===== src/rtl/eth_pause_pkg.sv =====
// Shared constants, FSM state type and wire-order helpers for the 802.3x PAUSE generator.
package eth_pause_pkg;

    localparam logic [47:0] PAUSE_DA         = 48'h0180C2000001;
    localparam logic [15:0] PAUSE_ETYPE      = 16'h8808;
    localparam logic [15:0] PAUSE_OPCODE     = 16'h0001;
    localparam int          PAUSE_BEATS      = 8;
    localparam logic [2:0]  PAUSE_LAST_BEAT  = 3'(PAUSE_BEATS - 1);
    localparam logic [3:0]  PAUSE_LAST_TUSER = 4'd4;

    typedef enum logic [1:0] {
        IDLE = 2'd0,
        PASS = 2'd1,
        GEN  = 2'd2
    } pause_state_e;

    // Byte 0 of a field travels first on the wire, so it lands in the lowest lane.
    function automatic logic [15:0] wire16(input logic [15:0] v);
        return {v[7:0], v[15:8]};
    endfunction

    function automatic logic [47:0] wire48(input logic [47:0] v);
        return {v[7:0], v[15:8], v[23:16], v[31:24], v[39:32], v[47:40]};
    endfunction

endpackage


===== src/rtl/eth_pause_frame_rom.sv =====
// Combinational beat generator: beat index, source MAC and quanta to 64-bit frame data.
module eth_pause_frame_rom
    import eth_pause_pkg::*;
(
    input  logic [2:0]  beat_i,
    input  logic [47:0] mac_i,
    input  logic [15:0] quanta_i,
    output logic [63:0] data_o
);

    logic [47:0] da_w;
    logic [47:0] sa_w;

    assign da_w = wire48(PAUSE_DA);
    assign sa_w = wire48(mac_i);

    // Beats 3..7 are the zero pad that brings the frame to 60 bytes.
    always_comb begin
        data_o = 64'd0;
        case (beat_i)
            3'd0:    data_o = {sa_w[15:0], da_w};
            3'd1:    data_o = {wire16(PAUSE_OPCODE), wire16(PAUSE_ETYPE), sa_w[47:16]};
            3'd2:    data_o = {48'd0, wire16(quanta_i)};
            default: data_o = 64'd0;
        endcase
    end

endmodule


===== src/rtl/eth_pause_frame_gen.sv =====
// Inserts 802.3x XOFF/XON PAUSE frames into a 64-bit MAC TX stream at packet boundaries,
// driven by a level pause request with optional periodic XOFF refresh.
module eth_pause_frame_gen
    import eth_pause_pkg::*;
#(
    parameter int ENET_W    = 64,
    parameter int REFRESH_W = 16
) (
    input  logic                 clk,
    input  logic                 rst,
    input  logic [47:0]          my_mac,
    input  logic [15:0]          pause_quanta,
    input  logic [REFRESH_W-1:0] refresh_interval,
    input  logic                 pause_req,
    input  logic [ENET_W-1:0]    i_tdata,
    input  logic [3:0]           i_tuser,
    input  logic                 i_tlast,
    input  logic                 i_tvalid,
    output logic                 i_tready,
    output logic [ENET_W-1:0]    o_tdata,
    output logic [3:0]           o_tuser,
    output logic                 o_tlast,
    output logic                 o_tvalid,
    input  logic                 o_tready,
    output logic                 pause_sent,
    output logic                 xon_sent
);

    if (ENET_W != 64) begin : g_enet_w_check
        $error("eth_pause_frame_gen supports ENET_W == 64 only");
    end

    pause_state_e         state_q, state_d;
    logic [2:0]           beat_q, beat_d;
    logic                 req_q;
    logic                 xoff_pend_q, xoff_pend_d;
    logic                 xon_pend_q, xon_pend_d;
    logic [REFRESH_W-1:0] refresh_cnt_q, refresh_cnt_d;
    logic [47:0]          mac_q;
    logic [15:0]          quanta_q;
    logic                 is_xon_q;

    logic                 rise_s;
    logic                 fall_s;
    logic                 refresh_on_s;
    logic                 refresh_hit_s;
    logic                 first_acc_s;
    logic                 gen_start_s;
    logic [REFRESH_W-1:0] reload_s;
    logic [63:0]          rom_data_s;

    assign rise_s        = pause_req & ~req_q;
    assign fall_s        = ~pause_req & req_q;
    assign refresh_on_s  = req_q && (refresh_interval != {REFRESH_W{1'b0}});
    assign refresh_hit_s = refresh_on_s && (refresh_cnt_q == {REFRESH_W{1'b0}});
    assign reload_s      = refresh_interval - {{(REFRESH_W-1){1'b0}}, 1'b1};
    assign first_acc_s   = (state_q == GEN) && (beat_q == 3'd0) && o_tready;

    eth_pause_frame_rom u_rom (
        .beat_i   (beat_q),
        .mac_i    (mac_q),
        .quanta_i (quanta_q),
        .data_o   (rom_data_s)
    );

    // Pending flags and refresh countdown; request edges outrank the first-beat clear.
    always_comb begin
        xoff_pend_d   = xoff_pend_q;
        xon_pend_d    = xon_pend_q;
        refresh_cnt_d = refresh_cnt_q;

        if (fall_s) begin
            xoff_pend_d = 1'b0;
        end else if (rise_s || refresh_hit_s) begin
            xoff_pend_d = 1'b1;
        end else if (first_acc_s && !is_xon_q) begin
            xoff_pend_d = 1'b0;
        end else begin
            xoff_pend_d = xoff_pend_q;
        end

        if (fall_s) begin
            xon_pend_d = 1'b1;
        end else if (rise_s) begin
            xon_pend_d = 1'b0;
        end else if (first_acc_s && is_xon_q) begin
            xon_pend_d = 1'b0;
        end else begin
            xon_pend_d = xon_pend_q;
        end

        if (rise_s) begin
            refresh_cnt_d = reload_s;
        end else if (refresh_on_s) begin
            refresh_cnt_d = refresh_hit_s ? reload_s
                                          : refresh_cnt_q - {{(REFRESH_W-1){1'b0}}, 1'b1};
        end else begin
            refresh_cnt_d = refresh_cnt_q;
        end
    end

    // Stream FSM: arbitration only in IDLE, so a packet is never cut by a PAUSE frame.
    always_comb begin
        state_d     = state_q;
        beat_d      = beat_q;
        gen_start_s = 1'b0;
        o_tdata     = {ENET_W{1'b0}};
        o_tuser     = 4'd0;
        o_tlast     = 1'b0;
        o_tvalid    = 1'b0;
        i_tready    = 1'b0;
        pause_sent  = 1'b0;
        xon_sent    = 1'b0;

        if (rst) begin
            state_d = IDLE;
        end else begin
            case (state_q)
                IDLE: begin
                    if (xon_pend_q || xoff_pend_q) begin
                        gen_start_s = 1'b1;
                        state_d     = GEN;
                    end else if (i_tvalid) begin
                        o_tdata  = i_tdata;
                        o_tuser  = i_tuser;
                        o_tlast  = i_tlast;
                        o_tvalid = 1'b1;
                        i_tready = o_tready;
                        // A stalled first beat commits to PASS so o_tvalid cannot drop.
                        state_d  = (o_tready && i_tlast) ? IDLE : PASS;
                    end else begin
                        state_d = IDLE;
                    end
                end
                PASS: begin
                    o_tdata  = i_tdata;
                    o_tuser  = i_tuser;
                    o_tlast  = i_tlast;
                    o_tvalid = i_tvalid;
                    i_tready = o_tready;
                    if (i_tvalid && o_tready && i_tlast) begin
                        state_d = IDLE;
                    end else begin
                        state_d = PASS;
                    end
                end
                GEN: begin
                    o_tdata  = rom_data_s;
                    o_tlast  = (beat_q == PAUSE_LAST_BEAT);
                    o_tuser  = (beat_q == PAUSE_LAST_BEAT) ? PAUSE_LAST_TUSER : 4'd0;
                    o_tvalid = 1'b1;
                    if (o_tready) begin
                        beat_d = beat_q + 3'd1;
                        if (beat_q == PAUSE_LAST_BEAT) begin
                            pause_sent = 1'b1;
                            xon_sent   = is_xon_q;
                            state_d    = IDLE;
                        end else begin
                            state_d = GEN;
                        end
                    end else begin
                        beat_d = beat_q;
                    end
                end
                default: begin
                    state_d = IDLE;
                end
            endcase
        end
    end

    // State, flag, counter and frame-field registers.
    always_ff @(posedge clk) begin
        if (rst) begin
            state_q       <= IDLE;
            beat_q        <= 3'd0;
            req_q         <= 1'b0;
            xoff_pend_q   <= 1'b0;
            xon_pend_q    <= 1'b0;
            refresh_cnt_q <= {REFRESH_W{1'b0}};
            mac_q         <= 48'd0;
            quanta_q      <= 16'd0;
            is_xon_q      <= 1'b0;
        end else begin
            state_q       <= state_d;
            beat_q        <= beat_d;
            req_q         <= pause_req;
            xoff_pend_q   <= xoff_pend_d;
            xon_pend_q    <= xon_pend_d;
            refresh_cnt_q <= refresh_cnt_d;
            if (gen_start_s) begin
                mac_q    <= my_mac;
                quanta_q <= xon_pend_q ? 16'd0 : pause_quanta;
                is_xon_q <= xon_pend_q;
            end
        end
    end

endmodule


===== config.mk =====
export PLATFORM = sky130hd
export DESIGN_NAME = eth_pause_frame_gen
export DESIGN_NICKNAME = d
export VERILOG_FILES = /design/src/rtl/eth_pause_pkg.sv /design/src/rtl/eth_pause_frame_rom.sv /design/src/rtl/eth_pause_frame_gen.sv
export SDC_FILE = /design/constraint.sdc
export NUM_CORES = 1
export LEC_CHECK = 0
export ABC_AREA = 0
export BUFFER_PORTS_ARGS = -buffer_cell sky130_fd_sc_hd__buf_2
export CAP_MARGIN = 15
export CORE_ASPECT_RATIO = 0.6
export CORE_UTILIZATION = 45
export DETAILED_ROUTE_END_ITERATION = 7
export PLACE_DENSITY = 0.75
export SLEW_MARGIN = 20
export SYNTH_ARGS = -nofsm -noshare
export SYNTH_HDL_FRONTEND = slang
export SYNTH_HIERARCHICAL = 1
export SYNTH_SLANG_ARGS = --single-unit

===== constraint.sdc =====
create_clock -name clk -period 2.32 [get_ports clk]
set_input_delay 0.464 -clock clk [delete_from_list [all_inputs] [get_ports clk]]
set_output_delay 0.464 -clock clk [all_outputs]
set_load 0.02 [all_outputs]

## Word level (Yosys, flattened, before mapping)

Cells that the tools add are included.

| cells by class | value |
|---|---|
| $add $sub $neg | 3 |
| muxes and demuxes | 49 |
| equality and inequality tests | 6 |
| reductions and logical operators | 21 |
| bitwise operators | 4 |

Operators by type and width:

| operator | number |
|---|---|
| case mux 64 bit (3 select lines) | 2 |
| two-way mux 64 bit | 3 |
| two-way mux 16 bit | 4 |
| subtractor 16 x 1 -> 16 bit, second input constant | 2 |
| two-way mux 1 bit | 28 |
| zero test 16 bit | 1 |
| nonzero test 16 bit | 1 |
| two-way mux 4 bit | 3 |
| case mux 4 bit (3 select lines) | 1 |
| logical AND 1 bit | 9 |
| two-way mux 2 bit | 3 |
| case mux 1 bit (3 select lines) | 2 |
| case mux 2 bit (3 select lines) | 1 |
| nonzero test 2 bit | 2 |
| adder 3 x 1 -> 3 bit, second input constant | 1 |
| == test 3 x 1 -> 1 bit, second input constant | 1 |
| == test 3 x 2 -> 1 bit, second input constant | 1 |
| == test 3 bit, second input constant | 1 |
| zero test 3 bit | 1 |
| two-way mux 3 bit | 1 |
| nonzero test 3 bit | 1 |
| bitwise AND 1 bit | 2 |
| == test 2 x 1 -> 1 bit, second input constant | 1 |
| == test 2 bit, second input constant | 1 |
| other kinds (8) | 10 |

| storage, ports and cells | value |
|---|---|
| bits of input ports | 154 |
| bits in registers | 89 |
| output and inout bits | 73 |

## Depth between registers and ports, before layout

| logic depth | value |
|---|---|
| depth in word-level cells | 7 |
| depth in mapped cells | 8 |

## Modules after synthesis

Netlist, hierarchy kept.

By module, submodules not included:

| module | area each (µm²) | cells an instance | instances |
|---|---|---|---|
| eth_pause_frame_gen | 4,810.9 | 611 | 1 |
| eth_pause_frame_rom | 797.0 | 112 | 1 |

## Least setup slack after synthesis

No wires, ideal clock.

| timing path | value |
|---|---|
| path type | register to output |
| from | register xon_pend_q |
| to | output o_tdata[56] |
| stages on the path, launching flop included | 8 |
| arrival time | 1,781 ps |
| path slack | 75 ps |
| data required time | 1,856 ps |
| path through | dfxtp_1 nor2_1 a21oi_1 or2_2 nor2_1 buf_2 buf_2 a22o_1 |

| between the ends | value |
|---|---|
| cells in the longest elaborated chain, start to end | 4 |

Ends and longest elaborated chain:

| what | line | text |
|---|---|---|
| start: declaration | eth_pause_frame_gen.sv:37 | `logic xon_pend_q, xon_pend_d;` |
| start signal: assignment | eth_pause_frame_gen.sv:189 | `xon_pend_q <= xon_pend_d;` |
| logical OR 1 bit | eth_pause_frame_gen.sv:120 | `if (xon_pend_q \|\| xoff_pend_q) begin` |
| two-way mux 64 bit | eth_pause_frame_gen.sv:120 |  |
| case mux 64 bit (3 select lines) | eth_pause_frame_gen.sv:118 | `case (state_q)` |
| two-way mux 64 bit | eth_pause_frame_gen.sv:115 | `if (rst) begin` |
| end: declaration | eth_pause_frame_gen.sv:20 | `output logic [ENET_W-1:0] o_tdata,` |

No other way between the ends.

## Worst setup path in the final report

| timing path | value |
|---|---|
| from | register xoff_pend_q |
| to | output o_tdata[48] |

| between the ends | value |
|---|---|
| cells in the longest elaborated chain, start to end | 4 |

Ends and longest elaborated chain:

| what | line | text |
|---|---|---|
| start: declaration | eth_pause_frame_gen.sv:36 | `logic xoff_pend_q, xoff_pend_d;` |
| start signal: assignment | eth_pause_frame_gen.sv:188 | `xoff_pend_q <= xoff_pend_d;` |
| logical OR 1 bit | eth_pause_frame_gen.sv:120 |  |
| two-way mux 64 bit | eth_pause_frame_gen.sv:120 |  |
| case mux 64 bit (3 select lines) | eth_pause_frame_gen.sv:118 |  |
| two-way mux 64 bit | eth_pause_frame_gen.sv:115 |  |

No other way between the ends.

==> flow_metrics.py <==
metrics = {
    "sta": {
        "worst_slack_ns": -0.0157,
        "relSlewSlack_pct": 53.9,
        "rsz0062_at_grt": "true",
        "final_hold_viol_count": 0,
        "skew_ns": 0.00332,
        "slew_viol_final": 0,
        "fmaxAchievable_mhz": 428,
        "tightest_slew_ns": 0.692,
        "setup_viol": 17,
        "fin_crit_sh_pct": 101,
        "min_period_ns": 2.34,
        "setup_tns_ns": -0.141,
    },
    "floorplanning": {
        "rows": 31,
        "die_w_um": 146,
        "start_util_pct": 46.3,
        "chipHeight_um": 88.5,
        "core_area_um2": 12100,
        "num_io_pins": 227,
        "die_area_um2": 12900,
    },
    "synth": {
        "yosysTopAreaCellShare_pct": 31.8,
        "yosysWarnings": 6,
        "synthFlopType": "dfxtp_1",
        "synth_compound_area_share_pct": 26.3,
        "synthAdderAreaFrac_pct": 1.78,
        "synthMuxAreaShare_pct": 0.892,
        "synth.cell_area_um2": 5610,
        "synth_top_family_by_area": "simple AND/OR/NAND/NOR gates",
        "synth_cells": 723,
        "synth.avg_cell_area_um2": 7.76,
        "synth_xor_area_share_pct": 2.66,
        "ys_seq_area_share_pct": 31.8,
        "async_flop_share_pct": 0,
        "synth.distinct_cells": 61,
        "synth_edf_count": 0,
        "ys_ff_latch": 89,
        "synthTopCellsByArea": "dfxtp_1, a22o_1, nand2_1",
        "synth_simple_gate_area_share_pct": 28.6,
        "synth.largest_area_cell": "dfxtp_1",
    },
    "routing": {
        "vias": 6192,
        "dr.pass1.iters": 5,
        "vias_per_cell": 5.48,
        "wirelength_um": 19500,
        "drt_iter0_markers": 369,
        "ant_nets": 0,
        "wire_per_inst_um": 17.2,
        "drc": 0,
    },
    "placed_design": {
        "gp_congestion": 0.941,
        "port_buffers": 226,
        "dp_hpwl_um": 13300,
        "place_area_um2": 7040,
    },
    "layout": {
        "fin_area_um2": 7980,
        "drive_gt1_share_pct": 34.8,
        "area_growth_pct": 42.3,
        "nets": 1121,
        "antenna_cells": 0,
    },
    "clocking": {
        "cts_buffer_depth": 2,
        "cts_tree": "done",
        "h-tree-depth": 3,
        "numClockSinks": 89,
        "clock_latency_ns": 0.34,
        "ctsHoldBuffers": 0,
        "path_clk_slew_ns": 0.07,
        "cts-buffers-inserted": 9,
        "root_buffer": "clkbuf_16",
    },
    "critical_path": {
        "worstPathMaxFanout": 13,
        "arrival_ns": 1.87,
        "critPathCaptureType": "output port",
        "critPathLaunchType": "flip-flop",
        "path_class": "reg2out",
        "critical_path_required_ns": 1.86,
    },
    "power": {
        "power.net_switching_w": 0.00153,
        "p_clk_share_pct": 32.4,
        "p_per_area_nw_per_um2": 591,
        "vdd.ir_drop.worst_v": 0.000373,
        "total_leakage_power_nw": 3.40,
        "share_comb_of_total_power_pct": 30.9,
        "swShare_pct": 32.5,
        "p_int_w": 0.00318,
        "p_seq_share_pct": 36.7,
    },
    "global_route": {
        "grt_usage_pct": 28.0,
        "grt_max_degree": 66,
        "grt_pass1_wl_um": 28000,
        "antenna_found_initial": 1,
        "grt_overflow": 0,
        "grt_pass1_vias": 5225,
    },
    "job": {
        "maxCapViolations": 0,
    },
    "hold_path": {
        "hold_class": "in2reg",
    },
    "run_status": {
        "violations": "setup timing",
        "outcome": "complete, but fails checks",
    },
}
[what timing repair did]
action | CTS | global route
resized for setup | 37 | 102
cloned | 4 | 2
setup buffers | 7 | 4
setup endpoints to repair | 70 | 70
pin swaps | 1 | 8
[Yosys cell counts, drive strengths merged (2+ instances only)]
| cell type | count |
|---|---|
| a221oi | 2 |
| a211oi | 2 |
| o221a | 2 |
| mux2i | 5 |
| ha | 8 |
| nand3b | 20 |
| or3 | 4 |
| o21ai | 6 |
| and3 | 3 |
| nor2b | 6 |
| o211ai | 4 |
| nand2b | 21 |
| nor2 | 32 |
| nand3 | 11 |
| o311ai | 2 |
| a22o | 68 |
| a22oi | 2 |
| nand2 | 128 |
| a21oi | 82 |
| nor4 | 9 |
| or2 | 2 |
| nor4b | 4 |
| clkbuf | 33 |
| a31oi | 3 |
| inv | 25 |
| or4 | 3 |
| and4b | 2 |
| nand4 | 9 |
| xnor2 | 7 |
| a2111oi | 2 |
| dfxtp | 89 |
| nor3b | 3 |
| buf | 36 |
| nor3 | 15 |
| xor2 | 10 |
| o32ai | 15 |
| and2 | 35 |
[critical path, stage by stage (launching register included)]
cell and delay (ns):
dfxtp_2 0.33, nor2_2 0.11, a21oi_1 0.07, or2_4 0.24
nor2_4 0.17, buf_6 0.15, buf_12 0.14, a22o_1 0.18
buf_6 0.13
[per-stage QoR]
step                      cells  hold WS [ns]  total power, W  setup WS (ns)  utilization, %
after detailed placement   1097         0.442         0.00296         0.0371            58.2
after CTS                  1124         0.343         0.00460        0.00290            62.8
after global routing       1129         0.350         0.00494         -0.103            65.9
after floorplan             734         0.427         0.00250         0.0747               -
final                      1129         0.352         0.00471        -0.0157            65.9
after global placement     1097         0.437         0.00296          0.111            58.2
[registers in the layout, indices dropped and copies added, names as in the netlist]
name           cells
xoff_pend_q        1
xon_pend_q         1
refresh_cnt_q     16
state_q            2
beat_q             3
is_xon_q           1
quanta_q          16
mac_q             48
req_q              1
[layer usage]
metal | share of wire [%] | track usage [%] | vias up | wire, um
li1 | - | - | 3020 | -
met1 | 45 | 38.4 | 2875 | 8770
met2 | 45 | 44.9 | 265 | 8800
met3 | 7.4 | 5.46 | 30 | 1440
met4 | 2.2 | 8.62 | 2 | 434
met5 | 0.067 | 0 | - | 13
[cells by family after synthesis]
| group | Yosys count |
|---|---|
| flip-flops | 89 |
| AO/OA/AOI/OAI | 199 |
| multiplexers | 5 |
| buffers and inverters | 95 |
| other | 1 |
| XOR/XNOR | 17 |
| adder cells (fa/ha/maj) | 8 |
| AND/OR/NAND/NOR | 309 |
[final timing paths]
kind	startpoint	end	slack [ns]	cells past startpoint
worst max-delay path	xoff_pend_q	o_tdata[48]	-0.02	8
worst min register to register	mac_q[34]	mac_q[34]	0.45	2
worst min-delay path	my_mac[19]	mac_q[19]	0.35	3
worst max register to register	req_q	refresh_cnt_q[5]	0.27	7
[power by group through the flow]
stage | combinational [W] | clock [W] | sequential (W)
2_1_floorplan | 0.000770 | 0 | 0.00173
3_3_place_gp | 0.00120 | 0 | 0.00176
3_5_place_dp | 0.00120 | 0 | 0.00176
4_1_cts | 0.00132 | 0.00156 | 0.00173
5_1_grt | 0.00157 | 0.00163 | 0.00175
6_report | 0.00146 | 0.00153 | 0.00173
[area by class of cell]
class,count,area [um^2]
clock inverters,7,83.8
well taps,165,206
multi-input cells,550,3470
flip-flops and latches,89,1790
inverters,26,97.6
fillers,1038,4120
clock buffers,9,225
repair buffers,283,2110
[cell usage in the layout, fill, tap and decap left out, types with 7 or more instances in the layout]
cell and count:
nand3_1 11, nand4_1 9, a21oi_1 82, buf_6 52
nor2_1 30, and2_1 33, nor3_1 13, nand3b_1 20
conb_1 12, o32ai_2 10, buf_4 56, buf_2 162
clkbuf_16 11, nand2b_1 20, inv_1 25, xor2_1 10
dfxtp_1 83, ha_1 7, xnor2_1 7, a22o_1 68
nand2_1 128
No activity file was read; power rests on OpenSTA's default activity.
